==> config.mk <==
export PLATFORM = sky130hd
export DESIGN_NAME = cond_exec_stage
export DESIGN_NICKNAME = d
export VERILOG_FILES = /design/src/rtl/cond_pkg.sv /design/src/rtl/cond_check.sv /design/src/rtl/cond_exec_stage.sv
export SDC_FILE = /design/constraint.sdc
export NUM_CORES = 1
export LEC_CHECK = 0
export ABC_AREA = 1
export ABC_CLOCK_PERIOD_IN_PS = 2500
export CORE_AREA = 2 2 44 46
export CTS_CLUSTER_DIAMETER = 150
export DETAILED_ROUTE_END_ITERATION = 8
export DIE_AREA = 0 0 46 48
export GPL_TIMING_DRIVEN = 0
export PLACE_DENSITY = 0.81
export SLEW_MARGIN = 20
export SYNTH_ARGS = -nofsm -noshare
export SYNTH_HDL_FRONTEND = slang
export SYNTH_SLANG_ARGS = --single-unit
==> constraint.sdc <==
create_clock -name clk -period 2.5 [get_ports clk]
set_clock_uncertainty 0.05 [all_clocks]
set_input_delay 0.375 -clock clk [delete_from_list [all_inputs] [get_ports clk]]
set_output_delay 0.375 -clock clk [all_outputs]
set_load 0.1 [all_outputs]
==> src/rtl/cond_pkg.sv <==
// Shared definitions for the conditional execute stage: condition codes,
// NZCV flag bit positions and FlagW bit positions.
package cond_pkg;

    // Condition field encodings
    localparam logic [3:0] COND_EQ = 4'b0000;
    localparam logic [3:0] COND_NE = 4'b0001;
    localparam logic [3:0] COND_CS = 4'b0010;
    localparam logic [3:0] COND_CC = 4'b0011;
    localparam logic [3:0] COND_MI = 4'b0100;
    localparam logic [3:0] COND_PL = 4'b0101;
    localparam logic [3:0] COND_VS = 4'b0110;
    localparam logic [3:0] COND_VC = 4'b0111;
    localparam logic [3:0] COND_HI = 4'b1000;
    localparam logic [3:0] COND_LS = 4'b1001;
    localparam logic [3:0] COND_GE = 4'b1010;
    localparam logic [3:0] COND_LT = 4'b1011;
    localparam logic [3:0] COND_GT = 4'b1100;
    localparam logic [3:0] COND_LE = 4'b1101;
    localparam logic [3:0] COND_AL = 4'b1110;
    localparam logic [3:0] COND_NV = 4'b1111;

    // NZCV bit positions within Flags / ALUFlags
    localparam int unsigned FLAG_N = 3;
    localparam int unsigned FLAG_Z = 2;
    localparam int unsigned FLAG_C = 1;
    localparam int unsigned FLAG_V = 0;

    // FlagW bit positions
    localparam int unsigned FW_NZ = 1;
    localparam int unsigned FW_CV = 0;

endpackage

==> src/rtl/cond_check.sv <==
// Combinational condition evaluator: decides whether an instruction with
// condition field Cond executes given the current NZCV flags.
module cond_check
    import cond_pkg::*;
(
    input  logic [3:0] Cond,
    input  logic [3:0] Flags,
    output logic       CondEx
);

    logic n, z, c, v;

    assign n = Flags[FLAG_N];
    assign z = Flags[FLAG_Z];
    assign c = Flags[FLAG_C];
    assign v = Flags[FLAG_V];

    // Decode the condition table against the flags
    always_comb begin
        CondEx = 1'b0;
        unique case (Cond)
            COND_EQ: CondEx = z;
            COND_NE: CondEx = !z;
            COND_CS: CondEx = c;
            COND_CC: CondEx = !c;
            COND_MI: CondEx = n;
            COND_PL: CondEx = !n;
            COND_VS: CondEx = v;
            COND_VC: CondEx = !v;
            COND_HI: CondEx = c && !z;
            COND_LS: CondEx = !c || z;
            COND_GE: CondEx = (n == v);
            COND_LT: CondEx = (n != v);
            COND_GT: CondEx = !z && (n == v);
            COND_LE: CondEx = z || (n != v);
            COND_AL: CondEx = 1'b1;
            COND_NV: CondEx = 1'b0;
        endcase
    end

endmodule

==> src/rtl/cond_exec_stage.sv <==
// Execute-stage conditional logic: one-entry EX register with valid/ready
// handshake, condition check against NZCV, gating of PCSrc/RegWrite/MemWrite
// and NZCV update on retirement.
// Optional build macro COND_BRANCH_FLUSH_EN: a taken branch retiring on the
// same edge as an acceptance loads the accepted slot as invalid.
module cond_exec_stage
    import cond_pkg::*;
#(
    parameter logic [3:0] FLAG_RESET = 4'b0000
) (
    input  logic       clk,
    input  logic       reset,
    input  logic       InValid,
    output logic       InReady,
    input  logic [3:0] Cond,
    input  logic [1:0] FlagW,
    input  logic       PCS,
    input  logic       RegW,
    input  logic       MemW,
    input  logic [3:0] ALUFlags,
    output logic       OutValid,
    input  logic       OutReady,
    output logic       PCSrc,
    output logic       RegWrite,
    output logic       MemWrite,
    output logic       CondEx,
    output logic [3:0] Flags
);

    logic       ex_valid_q, ex_valid_d;
    logic [3:0] ex_cond_q, ex_cond_d;
    logic [1:0] ex_flagw_q, ex_flagw_d;
    logic       ex_pcs_q, ex_pcs_d;
    logic       ex_regw_q, ex_regw_d;
    logic       ex_memw_q, ex_memw_d;
    logic [3:0] flags_q, flags_d;

    logic cond_pass;
    logic fire_in;
    logic fire_out;
    logic load_valid;

    cond_check u_cond_check (
        .Cond   (ex_cond_q),
        .Flags  (flags_q),
        .CondEx (cond_pass)
    );

    // Handshake and gated outputs, all driven from registered state
    always_comb begin
        InReady  = !ex_valid_q || OutReady;
        OutValid = ex_valid_q;
        CondEx   = ex_valid_q && cond_pass;
        PCSrc    = CondEx && ex_pcs_q;
        RegWrite = CondEx && ex_regw_q;
        MemWrite = CondEx && ex_memw_q;
        Flags    = flags_q;
        fire_in  = InValid && InReady;
        fire_out = ex_valid_q && OutReady;
`ifdef COND_BRANCH_FLUSH_EN
        // The slot behind a taken branch is wrong-path and is dropped here
        load_valid = !(fire_out && PCSrc);
`else
        load_valid = 1'b1;
`endif
    end

    // Next state of the EX register and the NZCV register
    always_comb begin
        ex_valid_d = ex_valid_q;
        ex_cond_d  = ex_cond_q;
        ex_flagw_d = ex_flagw_q;
        ex_pcs_d   = ex_pcs_q;
        ex_regw_d  = ex_regw_q;
        ex_memw_d  = ex_memw_q;
        flags_d    = flags_q;

        if (fire_in) begin
            ex_valid_d = load_valid;
            ex_cond_d  = Cond;
            ex_flagw_d = FlagW;
            ex_pcs_d   = PCS;
            ex_regw_d  = RegW;
            ex_memw_d  = MemW;
        end else if (fire_out) begin
            ex_valid_d = 1'b0;
        end

        // Squashed instructions never touch the flags
        if (fire_out && CondEx) begin
            if (ex_flagw_q[FW_NZ]) begin
                flags_d[FLAG_N] = ALUFlags[FLAG_N];
                flags_d[FLAG_Z] = ALUFlags[FLAG_Z];
            end
            if (ex_flagw_q[FW_CV]) begin
                flags_d[FLAG_C] = ALUFlags[FLAG_C];
                flags_d[FLAG_V] = ALUFlags[FLAG_V];
            end
        end
    end

    // State registers with synchronous reset
    always_ff @(posedge clk) begin
        if (reset) begin
            ex_valid_q <= 1'b0;
            ex_cond_q  <= 4'b0000;
            ex_flagw_q <= 2'b00;
            ex_pcs_q   <= 1'b0;
            ex_regw_q  <= 1'b0;
            ex_memw_q  <= 1'b0;
            flags_q    <= FLAG_RESET;
        end else begin
            ex_valid_q <= ex_valid_d;
            ex_cond_q  <= ex_cond_d;
            ex_flagw_q <= ex_flagw_d;
            ex_pcs_q   <= ex_pcs_d;
            ex_regw_q  <= ex_regw_d;
            ex_memw_q  <= ex_memw_d;
            flags_q    <= flags_d;
        end
    end

endmodule
Word level (Yosys, flattened, before mapping). Cells that the tools add are included.

Muxes and demuxes: 3. Equality and inequality tests: 17. Reductions and logical operators: 21.

Operators by type and width (number): 4-bit equality test (second input constant) (8); 4-bit by 3-bit equality test with 1-bit output (second input constant) (4); 1-bit one-hot mux with 16 select lines (1); 1-bit logical AND (9); 4-bit by 2-bit equality test with 1-bit output (second input constant) (2); 1-bit logical NOT (5); 4-bit by 1-bit equality test with 1-bit output (second input constant) (1); 4-bit logical NOT (1); 2-bit AND reduction (2); 1-bit logical OR (3); 1-bit two-way mux (2); 2-bit nonzero test (1); 1-bit equality test (1); 1-bit inequality test (1).

Input port bits: 17. Flip-flop bits (word level): 14. Word-level logic and storage cells: 49.

Logic depth before layout (Yosys ltp).
Depth in word-level cells: 6. Depth in mapped cells: 13. Depth with buffers taken out: 13.

Hierarchy. From an unflattened synthesis, not the netlist that was laid out.

Cells, all modules: 128. Area total of the unflattened synthesis: 779.5 sq um.

By module, submodules not included: cond_exec_stage (cells an instance 83, instances 1, area each 574.3 sq um); cond_check (cells an instance 45, instances 1, area each 205.2 sq um).

Worst setup path after synthesis. No wires, ideal clock.

Kind: reg-to-output. From: register flags_q[3] (netlist: Flags[3]). To: output MemWrite. Arrival time: 2993 ps. Stages on the path, launching flop included: 11. Slack: -918 ps. Path through: dfxtp_1 nand2_1 nand2_1 nand2_1 nand2_1 nand2_1 nand3_2 nand2_2 nand2_4 nand2_1 nor2_1.

Cells in the longest elaborated chain, start to end: 5.

Ends and longest elaborated chain: start: declaration (RTL line cond_exec_stage.sv:36) `logic [3:0] flags_q, flags_d;`; start signal: assignment (RTL line cond_exec_stage.sv:119) `flags_q <= flags_d;`; 1-bit inequality test or 1-bit equality test (tied branches); 1-bit logical OR or 1-bit logical AND (tied branches) (RTL line cond_check.sv:35, cond_check.sv:34); 1-bit one-hot mux with 16 select lines * (RTL line cond_check.sv:21) `unique case (Cond)`; 1-bit logical AND * (RTL line cond_exec_stage.sv:53) `CondEx = ex_valid_q && cond_pass;`; 1-bit logical AND * (RTL line cond_exec_stage.sv:56) `MemWrite = CondEx && ex_memw_q;`; end: declaration (RTL line cond_exec_stage.sv:25) `output logic MemWrite,`.

Mark *: on every way between the ends. The rest lies on a longest branch, timed or not.

Worst setup path in the final report.
From: input OutReady. To: output InReady.

Cells in the longest elaborated chain, start to end: 1.

Ends and longest elaborated chain: start: declaration (RTL line cond_exec_stage.sv:22) `input logic OutReady,`; 1-bit logical OR (RTL line cond_exec_stage.sv:51) `InReady = !ex_valid_q || OutReady;`; end: declaration (RTL line cond_exec_stage.sv:14) `output logic InReady,`.

Every way passes these cells.

==> reports/qor_table.md <==
| Group | Quantity | Reported |
|:---|:---|:---|
| status | Outcome | finished, final reports clean |
| global routing | Overflow after GRT | 0 |
| drt | Total iterations of the first detailed-routing run | 4 |
| yosys | Cell variety after synth | 20 |
| floorplan | Die ar. | 2210 um2 |
| placement | Worst slack, placed | -0.443 ns |
| critical path | Worst Setup Path Type | in -> out |
| floorplan | Die span in y | 48 um |
| clock tree | Max clock buf depth | 2 |
| yosys | EDFF count, synth | 0 |
| critical path | Crit start category | primary input |
| pwr | Post-route total power | 580 uW |
| sta | Worst-margin pin slew | 0.964 ns |
| finish | Area taken by multi-input logic gates | 457 um2 |
| yosys | Main synth FF type | sky130_fd_sc_hd__dfxtp_1 |
| drt | Number of remaining DRC errors | 0 |
| sta | Total Negative Setup Slacks | 0 ns |
| clock tree | Worst-skew pair later-pin latency | 0.28 ns |
| placement | Placer's final routability congestion estimate | 0.831 |
| clock tree | Resized cells post-CTS | 24 |
| drt | Via density per instance | 4.91 |
| placement | Port-buffer cells | 26 |
| yosys | Number of warnings printed during yosys synthesis | 0 |
| global routing | Number of antenna violations at the first check in global routing | 0 |
| finish | Sequential Area | 292 um2 |
| pwr | Cell leakage power | 0.519 nW |
| floorplan | Top-level I/O count | 27 |
| finish | Area overhead of the layout relative to synthesis | 45.0% |
| critical path | Critical path capture point type | output port |
| drt | Post-route ant nets | 0 |
| critical path | Required @ worst endpoint | 2.08 ns |
| critical path | Arrival time at the worst endpoint | 1.98 ns |
| floorplan | Die X-Extent | 46 um |
| yosys | Mapped Avg Cell Area | 6.56 um2 |
| drt | Iter 0 DRT Violations | 8 |
| hold path | Worst hold-check path type | reg -> reg |
| clock tree | TritonCTS buffer count | 3 |
| global routing | Maximum number of pins on one net before global-route repair | 11 |
| run | Number of violations of the max-capacitance limit | 0 |
| global routing | Vias in the first global route | 650 |
| clock tree | Clock root buffer master | sky130_fd_sc_hd__clkbuf_4 |
| sta | Period utilization | 0.961 |
| finish | Net total in the final layout | 168 |
| floorplan | Count of standard-cell rows | 15 |
| drt | Total detailed-routing wirelength | 1690 um |
| sta | Final critical delay including setup and external delays | 2.40 ns |
| yosys | Async S/R FF share, synth | 0 |
| clock tree | CTS tree | done |
| yosys | Summed instance area of the synthesized netlist | 787 um2 |
| pwr | Largest voltage drop on the vdd net | 0.000340 V |
| yosys | Total of flip-flops plus latches after synthesis | 14 |
| global routing | Global router's overall resource usage | 0.165 |
| clock tree | Maximum level of the CTS H-tree | 1 |
| finish | Fraction of layout instances using a drive strength above 1 | 0.220 |
| clock tree | Count of clock tree sinks | 14 |
| drt | Total vias in the final route | 820 |
| sta | Peak clock frequency supported by timing | 0.416 GHz |
| critical path | Crit-path max cell delay | 0.85 ns |
| drt | WL per Instance | 10.1 um |
| sta | Max-slew violations | 0 |
| floorplan | Initial core utilization | 0.466 |
| finish | Leading cell type in the layout, fill and taps excluded | sky130_fd_sc_hd__nand2_1 |
| clock tree | Post-CTS setup buffers | 0 |
| critical path | Peak fanout along the critical path | 3 |
| global routing | Global-route wire length before repair | 2620 um |
| sta | Total setup violations reported at the end of the flow | 0 |
| clock tree | Hold Buf Count CTS | 0 |
| pwr | Power density cells | 508 nW/um2 |
| finish | Number of inserted diodes | 0 |
| clock tree | Post-CTS clock slew at the launch and capture registers of the worst setup and hold paths | 0.08 ns |
| critical path | Standard cell with the maximum stage delay on the critical path | sky130_fd_sc_hd__dlygate4sd2_1 |
| sta | Setup repair after global routing missed its margin | false |
| sta | Worst-case setup margin in the final layout | 0.0981 ns |
| finish | Commonest non-fill, non-tap cells in the layout | sky130_fd_sc_hd__nand2_1 (31), sky130_fd_sc_hd__clkdlybuf4s50_1 (21), sky130_fd_sc_hd__nor2_1 (19) |
| floorplan | Standard cell core area | 1690 um2 |
| yosys | Cell count after synthesis | 120 |
| yosys | Synth Net Count | 137 |
| critical path | List of cells traversed by the critical path | clkdlybuf4s50_1, inv_1, nand2_2, dlygate4sd2_1 |
| placement | Post-detailed-placement half-perimeter wirelength | 1350 um |
| finish | Fill cell total of the finished layout | 151 |
| sta | Rel. slew slack | 0.356 |
| yosys | Register area share after synthesis | 0.356 |
| sta | Final Hold Fails | 0 |
-- cells by family (layout without fill, tap and decap cells) --
group                  count (synthesis)  after routing  share of synthesized area
buffers and inverters                 19             49                      0.105
AND/OR/NAND/NOR                       68             68                      0.413
flip-flops                            14             14                      0.356
AO/OA/AOI/OAI                         19             19                      0.126
-- report_power, final --
part | total [mW] | internal, mW | switching [mW] | leakage, nW
sequential | 0.245 | 0.235 | 0.0102 | 0.118
combinational | 0.172 | 0.0617 | 0.110 | 0.379
clock | 0.163 | 0.0886 | 0.0740 | 0.0210
total | 0.580 | 0.385 | 0.195 | 0.519
-- worst max-delay path, delay by kind of cell --
kind                   cells  cell delay [ns]
AND/OR/NAND/NOR            1             0.07
buffers and inverters      3             1.52
-- cells in the mapped netlist, types with 2 or more instances --
cell | instances | area [um2]
sky130_fd_sc_hd__a21oi_1 | 6 | 30.0
sky130_fd_sc_hd__nor2_1 | 22 | 82.6
sky130_fd_sc_hd__nand3_1 | 4 | 20.0
sky130_fd_sc_hd__o21ai_0 | 10 | 50.1
sky130_fd_sc_hd__inv_2 | 3 | 11.3
sky130_fd_sc_hd__nand4_4 | 2 | 42.5
sky130_fd_sc_hd__nand2_1 | 33 | 124
sky130_fd_sc_hd__o21ai_1 | 2 | 10.0
sky130_fd_sc_hd__dfxtp_1 | 14 | 280
sky130_fd_sc_hd__inv_1 | 13 | 48.8
sky130_fd_sc_hd__nor2_2 | 2 | 12.5
-- through the flow --
stage / utilization / std cells / hold WS (ns) / instance area, um2
after CTS: 0.670 / 167 / 0.458 / 1130
after detailed placement: 0.656 / 163 / 0.439 / 1110
after floorplan: - / 120 / 0.387 / 827
final: 0.676 / 167 / 0.454 / 1140
after global placement: 0.656 / 163 / 0.443 / 1110
after global routing: 0.676 / 167 / 0.479 / 1140
-- state kept, by name, indices dropped and copies added, names as in the netlist --
signal,count
ex_regw_q,1
ex_memw_q,1
OutValid,1
Flags,4
ex_pcs_q,1
ex_cond_q,4
ex_flagw_q,2
-- layer usage --
metal	share of wire	wire, um	track usage	vias to the layer above
met4	0.015	25	0.0686	0
met5	0	0	0	-
met3	0.032	54	0.0226	4
met2	0.50	852	0.278	14
li1	-	-	-	436
met1	0.45	755	0.211	366
-- path summary, 6_finish.rpt --
path	from	end	slack, ns	cells after the start
setup reg to reg	ex_cond_q[1]	Flags[1]	1.02	12
hold reg to reg	OutValid	OutValid	0.45	2
setup / recovery	OutReady	InReady	0.1	4
hold / removal	OutValid	OutValid	0.45	2
-- final cells by class --
cell class,instances,area share
plain buffers,3,0.0197
clock buffers,4,0.0318
inverters,16,0.0559
multi-input cells,87,0.400
flip-flops and latches,14,0.255
well taps,17,0.0186
repair buffers,26,0.218
(Power assumes the default switching activity.)
